<file path="config.mk">
export PLATFORM = sky130hd
export DESIGN_NAME = pc_sequencer
export DESIGN_NICKNAME = d
export VERILOG_FILES = /design/src/rtl/pc_sequencer_pkg.sv /design/src/rtl/pc_register.sv /design/src/rtl/pc_sequencer.sv
export SDC_FILE = /design/constraint.sdc
export NUM_CORES = 1
export LEC_CHECK = 0
export ABC_AREA = 1
export CORE_UTILIZATION = 45
export CTS_CLUSTER_DIAMETER = 60
export DETAILED_ROUTE_END_ITERATION = 16
export GPL_TIMING_DRIVEN = 0
export PLACE_DENSITY = 0.8
export SYNTH_ARGS = -nofsm -noshare
export SYNTH_HDL_FRONTEND = slang
export SYNTH_SLANG_ARGS = --single-unit
export TNS_END_PERCENT = 50
</file>
<file path="constraint.sdc">
create_clock -name clk -period 2.8 [get_ports clk]
set_clock_uncertainty 0.1 [all_clocks]
set_input_delay 0.28 -clock clk [delete_from_list [all_inputs] [get_ports clk]]
set_output_delay 0.28 -clock clk [all_outputs]
set_load 0.05 [all_outputs]
</file>
<file path="src/rtl/pc_sequencer_pkg.sv">
// Shared encodings for the PC sequencer: reset PC, next-PC select codes, FSM states.
// Pure definitions; no latency or flow-control behaviour of its own.
package pc_sequencer_pkg;

  localparam logic [31:0] RESET_PC_DEF = 32'h0040_0000;

  typedef enum logic [1:0] {
    SEL_PC4 = 2'd0,
    SEL_BR  = 2'd1,
    SEL_JMP = 2'd2,
    SEL_JR  = 2'd3
  } nxt_sel_t;

  typedef enum logic {
    ST_RUN   = 1'b0,
    ST_FAULT = 1'b1
  } state_t;

endpackage

</file>
<file path="src/rtl/pc_register.sv">
// Enabled register with async active-low reset to a fixed value.
// One-cycle latency d->q; holds whenever en is low.
module pc_register #(
  parameter int          WIDTH       = 32,
  parameter logic [WIDTH-1:0] RESET_VALUE = '0
) (
  input  logic             clk,
  input  logic             rst_n,
  input  logic             en,
  input  logic [WIDTH-1:0] d,
  output logic [WIDTH-1:0] q
);

  always_ff @(posedge clk or negedge rst_n) begin
    if (!rst_n) begin
      q <= RESET_VALUE;
    end else if (en) begin
      q <= d;
    end
  end

endmodule

</file>
<file path="src/rtl/pc_sequencer.sv">
// Holds the PC, selects next PC (JR > J/JAL > taken branch > PC+4), traps misaligned targets.
// next_pc is combinational; PC updates on the following edge; enable_i low stalls everything.
module pc_sequencer
  import pc_sequencer_pkg::*;
#(
  parameter logic [31:0] RESET_PC = RESET_PC_DEF,
  parameter int          CNT_W    = 32
) (
  input  logic             clk,
  input  logic             reset,
  input  logic             enable_i,
  input  logic             branch_eq_i,
  input  logic             branch_ne_i,
  input  logic             zero_i,
  input  logic             jump_i,
  input  logic             jump_register_i,
  input  logic             return_address_i,
  input  logic [31:0]      imm_ext_i,
  input  logic [25:0]      jump_addr_i,
  input  logic [31:0]      rs_data_i,
  output logic [31:0]      pc_o,
  output logic [31:0]      pc_plus4_o,
  output logic [31:0]      ra_value_o,
  output logic             ra_write_o,
  output logic             align_fault_o,
  output logic [CNT_W-1:0] retired_count_o,
  output logic [CNT_W-1:0] taken_count_o
);

  localparam logic [CNT_W-1:0] CNT_ONE = {{(CNT_W-1){1'b0}}, 1'b1};

  state_t      state_q, state_d;
  nxt_sel_t    sel;
  logic [31:0] pc_plus4, br_tgt, j_tgt, next_pc;
  logic        taken, aligned, advance;
  logic        unused_imm_hi;

  // Word offset drops the top two immediate bits after the shift.
  assign unused_imm_hi = ^imm_ext_i[31:30];

  assign pc_plus4 = pc_o + 32'd4;
  assign br_tgt   = pc_plus4 + {imm_ext_i[29:0], 2'b00};
  assign j_tgt    = {pc_plus4[31:28], jump_addr_i, 2'b00};

  always_comb begin
    sel = SEL_PC4;
    if (jump_register_i) begin
      sel = SEL_JR;
    end else if (jump_i || return_address_i) begin
      sel = SEL_JMP;
    end else if ((branch_eq_i && zero_i) || (branch_ne_i && !zero_i)) begin
      sel = SEL_BR;
    end
  end

  always_comb begin
    next_pc = pc_plus4;
    case (sel)
      SEL_BR:  next_pc = br_tgt;
      SEL_JMP: next_pc = j_tgt;
      SEL_JR:  next_pc = rs_data_i;
      default: next_pc = pc_plus4;
    endcase
  end

  assign taken   = (sel != SEL_PC4);
  assign aligned = (next_pc[1:0] == 2'b00);

  always_ff @(posedge clk or negedge reset) begin
    if (!reset) begin
      state_q <= ST_RUN;
    end else begin
      state_q <= state_d;
    end
  end

  always_comb begin
    state_d = state_q;
    advance = 1'b0;
    case (state_q)
      ST_RUN: begin
        if (enable_i) begin
          if (aligned) begin
            advance = 1'b1;
          end else begin
            state_d = ST_FAULT;
          end
        end
      end
      default: state_d = ST_FAULT;
    endcase
  end

  pc_register #(
    .WIDTH       (32),
    .RESET_VALUE (RESET_PC)
  ) u_pc_reg (
    .clk   (clk),
    .rst_n (reset),
    .en    (advance),
    .d     (next_pc),
    .q     (pc_o)
  );

  // Counters saturate rather than wrap so long runs never read back as small.
  always_ff @(posedge clk or negedge reset) begin
    if (!reset) begin
      retired_count_o <= '0;
      taken_count_o   <= '0;
    end else if (advance) begin
      if (!(&retired_count_o)) retired_count_o <= retired_count_o + CNT_ONE;
      if (taken && !(&taken_count_o)) taken_count_o <= taken_count_o + CNT_ONE;
    end
  end

  assign pc_plus4_o    = pc_plus4;
  assign ra_value_o    = pc_plus4;
  assign ra_write_o    = return_address_i && advance && reset;
  assign align_fault_o = (state_q == ST_FAULT);

endmodule
</file>
==> results.yml <==
outcome:
  run_status: "finished, violations left"
  violated_checks: "negative setup slack"
synthesis:
  netlist_top_cells_area: "sky130_fd_sc_hd__dfrtp_1, sky130_fd_sc_hd__nand2_1, sky130_fd_sc_hd__inv_1, sky130_fd_sc_hd__xor2_1, sky130_fd_sc_hd__ha_1"
  syn-num-nets: 1546
  synth_sequential_area_ratio: 0.2697
  synth_top_area_share: 0.2668
  synth_most_common_cell: "sky130_fd_sc_hd__nand2_1"
  mappedNetlistArea_sq_um: 9005
  postSynthCellCount: 1409
  postSynth.asyncResetShare: 1.000
  synthDominantAreaCellType: "sky130_fd_sc_hd__dfrtp_1"
  postSynthRegisterBits: 97
  synth-main-ff-cell: "sky130_fd_sc_hd__dfrtp_1"
  number_of_flops_mapped_to_enable_cells_by_yosys: 0
  synth_common_cells: "sky130_fd_sc_hd__nand2_1, sky130_fd_sc_hd__inv_1, sky130_fd_sc_hd__nor2_1, sky130_fd_sc_hd__dfrtp_1, sky130_fd_sc_hd__nand3_1"
  syn_area_per_cell_sq_um: 6.391
  yosysWarningCount: 0
  synthDistinctLibCells: 48
grt:
  grt_pass1_wl_mm: 52.61
  number_of_global_route_vias_before_repair: 10220
  grt_overflow: 0
  pin_count_of_the_biggest_net_entering_global_routing: 52
  antenna_found_initial: 0
  grt_use_total: 0.3348
final_layout:
  layout.nets: 1875
  instances_no_fill: 2008
  finalCoreUtilization: 0.7265
  area_of_the_multi_input_gates_sq_um: 6925
  register_area_sq_um: 2446
  area_growth_syn_to_layout_pct: 57.54
  fin_area_sq_um: 14190
  num_antenna_cells: 0
  fill_cells: 1565
  post_route_cells_drive_above_1_share: 0.2656
detailed_routing:
  drc_errors: 0
  total_wirelength_mm: 36.32
  routedWlPerCell_um: 18.09
  vias_per_cell: 5.424
  drt_pass1_iterations: 5
  first_iter_violations: 723
  routed_vias: 10892
  route.antenna.remaining_nets: 0
placed_design:
  placed_cells_incl_taps: 1932
  placedInstanceArea_sq_um: 12270
  place.gp.congestion: 1.008
  placement.io_buffers: 257
  hpwl_after_detailed_placement_mm: 27.02
setup_path:
  worstReg2RegEnd: "u_pc_reg.q[20]"
  crit_path_max_fanout: 4
  worst_ep_arrival_time_ns: 3.36
  timing.reg2reg.worst_path_depth: 19
  sort_of_element_at_the_start_of_the_critical_path: "register"
  worst_r2r_startpoint: "u_pc_reg.q[2]"
  timing.critical_path.from: "u_pc_reg.q[2]"
  crit_path_category: "reg2reg"
  r2r_slack_ns: -0.43
  cp.required_ns: 2.93
  timing.critical_path.to_type: "register"
timing:
  worst_pin_slew_ns: 0.7676
  max_freq_ghz: 0.3094
  postLayoutSetupSlackWorst_ns: -0.4325
  timing.final.setup_violations: 27
  max-slew-margin-rel: 0.4883
  final_hold_violation_count: 0
  grt_setup_unrepaired: "true"
  final.min_clock_period_ns: 3.232
  number_of_pins_with_negative_max_slew_slack_in_the_final_report: 0
  fin_crit_sh: 1.154
die:
  top_level_ports: 261
  initial_utilization: 0.4612
  core.rowCount: 51
  die_h_um: 143.5
  die_area_sq_um: 20580
  fp.coreArea_sq_um: 19530
  chipWidth_um: 143.5
cts:
  worst_skew_pair.late_latency_ns: 0.34
  tritoncts: "built"
  worst_setup_hold_path_clk_slew_ns: 0.07
  cts_buffer_depth: 2
  clockRootBuffer: "sky130_fd_sc_hd__clkbuf_16"
  h-tree-depth: 3
  numCtsBuffers: 9
  cts_sinks: 97
power_and_ir_drop:
  cellPowerDensity_nw_per_um2: 296.9
  leakagePower_uw: 0.006764
  vdd_drop_max_mv: 0.3048
worst_hold_path:
  min_path_type: "in2async"
job:
  cap_violations: 0
==> logic make-up after synthesis <==
kind of cell / Yosys count / share of synthesized area
fa+ha+maj: 38 / 0.05363
simple gates: 804 / 0.3815
xor+xnor: 84 / 0.08253
buf+inv: 254 / 0.1262
compound gates: 132 / 0.08643
flops: 97 / 0.2697
==> power by group <==
part / total [uW] / internal, uW / switching (uW) / leakage, uW
Combinational: 1550 / 610 / 943 / 0.00543
Clock: 1190 / 651 / 542 / 0.000131
Sequential: 1470 / 1420 / 43.5 / 0.00120
==> state kept, by name, summed over array words and instances (netlist names) <==
name / count
align_fault_o: 1
retired_count_o: 32
taken_count_o: 32
u_pc_reg.q: 32
==> layer usage <==
layer	track usage	vias up	part of all wire	wire [um]
met2	0.5766	613	0.48	17290
met5	0	-	0	0
met4	0.1501	0	0.049	1792
li1	-	5107	-	-
met3	0.05265	131	0.086	3137
met1	0.4111	5041	0.39	14100
==> area by class of cell <==
| cell class | instances | area share |
|---|---|---|
| Inverter | 195 | 0.05327 |
| Timing Repair Buffer | 318 | 0.2139 |
| Multi-Input combinational cell | 1058 | 0.4882 |
| Clock buffer | 12 | 0.01808 |
| Sequential cell | 97 | 0.1724 |
| Clock inverter | 4 | 0.001940 |
| Tap cell | 265 | 0.02337 |
| Buffer | 59 | 0.02884 |
==> stage by stage <==
step                power [uW]  hold WS, ns  worst slack (ns)  setup TNS [ns]
detailed placement        2688       0.2571           -0.7415          -17.24
CTS                       3978       0.4144           -0.3116          -5.034
global placement          2674       0.4010            -2.767         -244.38
global route              4375       0.4296           -0.6283          -11.14
floorplan                 2208      -0.1156           -0.6812          -12.82
finish                    4212       0.4108           -0.4325          -6.498
==> placed cells by master (no fill, tap or decap), drive strengths merged, types with 2 or more instances in the layout <==
master         instances
dfrtp                 96
xnor2                 23
a22o                   5
nand2                491
nor2                 134
nand3b                 7
and2                   2
xor2                  61
o21ai                 58
a21boi                 6
buf                  142
clkinvlp               4
clkdlybuf4s15          8
or2                    2
dlygate4sd2            7
nand3                 80
clkdlybuf4s50        206
nor4                  11
nor3                  41
a221oi                 9
o21bai                 7
o22ai                  2
clkbuf                25
o211ai                 2
o21a                   2
a21oi                 37
nand4                 34
inv                  194
ha                    37
==> critical path, cell delays in order (launching register included) <==
cell and delay, ns:
sky130_fd_sc_hd__dfrtp_2 0.43, sky130_fd_sc_hd__clkinvlp_4 0.13, sky130_fd_sc_hd__nor2_4 0.18, sky130_fd_sc_hd__nand2_4 0.08, sky130_fd_sc_hd__buf_4 0.14, sky130_fd_sc_hd__nor2_1 0.13
sky130_fd_sc_hd__xor2_1 0.25, sky130_fd_sc_hd__inv_2 0.12, sky130_fd_sc_hd__ha_4 0.35, sky130_fd_sc_hd__nand2_4 0.10, sky130_fd_sc_hd__nor2_4 0.26, sky130_fd_sc_hd__nand3_2 0.15
sky130_fd_sc_hd__nand3_4 0.16, sky130_fd_sc_hd__nand2_1 0.08, sky130_fd_sc_hd__nand2_1 0.06, sky130_fd_sc_hd__nand2_1 0.04, sky130_fd_sc_hd__nand3_1 0.09, sky130_fd_sc_hd__nand3_2 0.11
sky130_fd_sc_hd__nand2_2 0.10, sky130_fd_sc_hd__nand2_1 0.05
==> worst max-delay path by stage <==
stage	slack [ns]	end	depth (start not counted)
floorplan	-0.68	u_pc_reg.q[28]	20
global placement	-2.77	ra_write_o	4
detailed placement	-0.74	ra_write_o	11
CTS	-0.31	u_pc_reg.q[30]	21
global route	-0.63	u_pc_reg.q[20]	19
finish	-0.43	u_pc_reg.q[20]	19
==> repair_timing <==
action                                 CTS  global route
endpoints found under the hold margin   46             0
setup buffers                           33            27
gates resized for setup                255           222
hold buffers                             1             0
setup endpoints to repair               71            58
pin swaps                               41            81
(Power assumes the default switching activity.)
